[config.mk]
export PLATFORM = sky130hd
export DESIGN_NAME = gray_to_binary_decoder
export DESIGN_NICKNAME = d
export VERILOG_FILES = /design/src/rtl/gray_to_binary_decoder.sv
export SDC_FILE = /design/constraint.sdc
export NUM_CORES = 1
export LEC_CHECK = 0
export BUFFER_PORTS_ARGS = -buffer_cell sky130_fd_sc_hd__buf_2
export CORE_MARGIN = 2
export CORE_UTILIZATION = 41
export DETAILED_ROUTE_END_ITERATION = 7
export SLEW_MARGIN = 20
export SYNTH_ARGS = -nofsm -noshare
export SYNTH_HDL_FRONTEND = slang
export SYNTH_SLANG_ARGS = --single-unit
[constraint.sdc]
create_clock -name clk -period 1.92 [get_ports clk]
set_clock_uncertainty 0.2 [all_clocks]
set_input_delay 0.192 -clock clk [delete_from_list [all_inputs] [get_ports clk]]
set_output_delay 0.192 -clock clk [all_outputs]
set_load 0.01 [all_outputs]
[src/rtl/gray_to_binary_decoder.sv]
// Serial Gray-to-binary decoder: accepts one Gray word per handshake, decodes MSB-first one bit per clock.
// Optional adjacency checking against the previous word is enabled by defining GRAY2BIN_ADJ_CHECK_EN.
module gray_to_binary_decoder #(
    parameter int WIDTH = 3
) (
    input  logic             clk,
    input  logic             rst,
    input  logic             in_valid,
    output logic             in_ready,
    input  logic [WIDTH-1:0] gray_in,
    output logic             out_valid,
    input  logic             out_ready,
    output logic [WIDTH-1:0] bin_out,
    output logic             adj_err
);

    localparam int CNT_W = $clog2(WIDTH);

    typedef enum logic [1:0] {
        IDLE,
        DECODE,
        HOLD
    } state_t;

    state_t             state;
    logic [WIDTH-1:0]   shift_reg;
    logic [CNT_W-1:0]   bit_cnt;
    logic               run_bit;
    logic               new_bit;
    logic               accept;

    assign accept  = (state == IDLE) && in_valid && in_ready;

    // Each decoded bit is the previous binary bit XOR the current Gray bit at the top of the shifter.
    assign new_bit = run_bit ^ shift_reg[WIDTH-1];

    always_ff @(posedge clk) begin
        if (rst) begin
            state     <= IDLE;
            in_ready  <= 1'b0;
            out_valid <= 1'b0;
            bin_out   <= '0;
            shift_reg <= '0;
            bit_cnt   <= '0;
            run_bit   <= 1'b0;
        end else begin
            case (state)
                IDLE: begin
                    if (accept) begin
                        shift_reg <= gray_in;
                        bit_cnt   <= CNT_W'(WIDTH - 1);
                        run_bit   <= 1'b0;
                        in_ready  <= 1'b0;
                        state     <= DECODE;
                    end else begin
                        in_ready  <= 1'b1;
                    end
                end
                DECODE: begin
                    bin_out   <= {bin_out[WIDTH-2:0], new_bit};
                    run_bit   <= new_bit;
                    shift_reg <= {shift_reg[WIDTH-2:0], 1'b0};
                    bit_cnt   <= bit_cnt - CNT_W'(1);
                    if (bit_cnt == '0) begin
                        out_valid <= 1'b1;
                        state     <= HOLD;
                    end
                end
                HOLD: begin
                    if (out_ready) begin
                        out_valid <= 1'b0;
                        in_ready  <= 1'b1;
                        state     <= IDLE;
                    end
                end
                default: begin
                    state <= IDLE;
                end
            endcase
        end
    end

`ifdef GRAY2BIN_ADJ_CHECK_EN
    logic [WIDTH-1:0] prev_gray;
    logic             first_word;
    logic             adj_pend;
    logic             adj_now;

    assign adj_now = !first_word && ($countones(prev_gray ^ gray_in) != 1);

    // The verdict is computed at accept and only exposed once the word reaches HOLD.
    always_ff @(posedge clk) begin
        if (rst) begin
            prev_gray  <= '0;
            first_word <= 1'b1;
            adj_pend   <= 1'b0;
            adj_err    <= 1'b0;
        end else begin
            if (accept) begin
                adj_pend   <= adj_now;
                prev_gray  <= gray_in;
                first_word <= 1'b0;
            end
            if (state == DECODE && bit_cnt == '0) begin
                adj_err <= adj_pend;
            end else if (state == HOLD && out_ready) begin
                adj_err <= 1'b0;
            end
        end
    end
`else
    assign adj_err = 1'b0;
`endif

endmodule

==> results.toml <==
[setup_path]
critPathKind = "reg2reg"
r2r_cells = 3
cp-start-kind = "register"
end_kind = "register"
worstPathRequired_ns = 1.88
crit_fanout = 9
arrival_ns = 1.45

[placed_design]
port_buffers = 11
gp_congestion = 0.746
dp.final_hpwl_um = 850

[die]
core_um2 = 1330
io_pins = 13
fp.dieH_um = 42.0
die_x_um = 42.0
start_util = 0.445
die_area_um2 = 1770
rows = 13

[global_route]
grt_pass1_vias = 456
grt_use_total = 0.145
gr-total-overflow = 0
grt_antenna_before_repair = 0
grt_max_degree = 16
grt_pass1_wl_um = 1920

[synthesis]
postSynth.asyncResetShare = 0
synth.largest_area_cell = "dfxtp_1"
synth_common_cells = "dfxtp_1 (13), a21oi_1 (9), nand2_1 (9), inv_1 (4), o21ai_0 (4)"
postSynthCellCount = 69
yosysMostFrequentCell = "dfxtp_1"
synth_cell_types = 25
synthesis.area_um2 = 593
synth_flop_cell = "dfxtp_1"
synth.avg_cell_area_um2 = 8.60
synth_top_cell_area_share = 0.439
synth_nets = 77
ys_seq_area_frac = 0.439
synth_area_leaders = "dfxtp_1 (44%), a21oi_1 (7.6%), nand2_1 (5.7%)"
synth-edff-count = 0
synth_warnings = 0
ys_ff_latch = 13

[drt]
routed_wl_um = 1130
via_count = 516
first_pass_iters = 4
wl_per_cell_um = 11.6
drc = 0
vias_per_cell = 5.27
drtAntennaViolNets = 0
dr.first_iter.drc_count = 4

[cts]
hold_buffers = 1
worstSkewPairLatency_ns = 0.27
cts_buffer_depth = 2
cts_resized = 0
cts-root-buf = "clkbuf_4"
post_cts_buffers = 0
path_clk_slew_ns = 0.07
numCtsBuffers = 3
cts-htree-levels = 1
cts_num_sinks = 13
tritoncts = "built"

[power_and_ir_drop]
p_total_uw = 553
p_per_area_nw_per_um2 = 794
p_comb_frac = 0.163
leakage_nw = 0.279
seqPwrFrac = 0.547
power.share.clock = 0.291
sw_frac_of_total = 0.255
internal_power_uw = 412
peakVddDrop_mv = 0.416
p_switching_uw = 141

[timing]
rsz0062_at_grt = "false"
post-route-period-util = 0.777
fin_setup_tns_ns = 0
min_period_ns = 1.49
timing.fmax_ghz = 0.671
setup_viol = 0
finalHoldViolations = 0
timing.final.max_slew_violations = 0

[run]
cap_viol_max_count = 0

[run_status]
status = "complete, no violations"

[hold_path]
holdPathStages = 4
hold_class = "in2reg"

[layout]
diodes = 0
nets = 92
area_growth_pct = 17.3
drive_above_1_share = 0.217
## metrics by stage
step           cell area [µm²]   util  instances  hold WS [ns]  setup WS [ns]
6_report                   696  0.522         98        0.0267          0.429
4_1_cts                    696  0.522         98        0.0199          0.413
2_1_floorplan              593      -         69         0.152          0.474
3_5_place_dp               659  0.494         93         0.259          0.427
3_3_place_gp               659  0.494         93         0.248          0.440
5_1_grt                    696  0.522         98        0.0477          0.320
## worst max-delay path, cell delays in order, from the launching register on
cell and delay (ns):
dfxtp_1 0.46, nand2b_2 0.13, mux2_1 0.32, o311a_1 0.28
## final timing paths
kind	start	end	slack (ns)
min reg2reg	bin_out[0]	bin_out[1]	0.26
max reg2reg	state[0]	shift_reg[2]	0.43
min	out_ready	out_valid	0.03
max	state[0]	shift_reg[2]	0.43
## per-layer routing
| metal | track usage | vias up | wire (µm) |
|---|---|---|---|
| met4 | 0.0188 | 0 | 4 |
| met5 | 0 | - | 0 |
| met2 | 0.238 | 10 | 523 |
| met3 | 0.0819 | 2 | 68 |
| li1 | - | 267 | - |
| met1 | 0.171 | 237 | 537 |
## layout by cell type (no fill, tap or decap), types with 3 or more instances in the layout
cell,n
a21oi_1,9
buf_2,11
nor2b_1,3
dfxtp_1,13
nand2_1,9
o21ai_0,4
inv_1,4
clkbuf_4,3
## final cells by class
cell class	count	area, µm²
Inverter	4	15.0
Sequential cell	13	260
Clock buffer	4	26.3
Multi-Input combinational cell	49	303
Fill cell	146	638
Tap cell	15	18.8
Timing Repair Buffer	13	72.6
## power groups by stage
stage               Sequential, mW  Combinational, mW  Clock [mW]
finish                       0.302             0.0898       0.161
global route                 0.306              0.103       0.188
CTS                          0.302             0.0912       0.172
detailed placement           0.309             0.0891           0
global placement             0.308             0.0875           0
floorplan                    0.309             0.0616           0
## kinds of logic (layout without fill, tap and decap cells)
| family | after synthesis | count (layout) | share of synthesized area |
|---|---|---|---|
| AOI/OAI and AO/OA | 20 | 20 | 0.205 |
| xor gates and xnor gates | 1 | 1 | 0.0148 |
| adders and majority gates | 1 | 1 | 0.0211 |
| buffers and inverters | 7 | 21 | 0.0506 |
| DFF | 13 | 13 | 0.439 |
| muxes | 3 | 3 | 0.0570 |
| other | 1 | 1 | 0.00632 |
| and+or+nand+nor | 23 | 23 | 0.207 |
No activity file was read; power rests on OpenSTA's default activity.
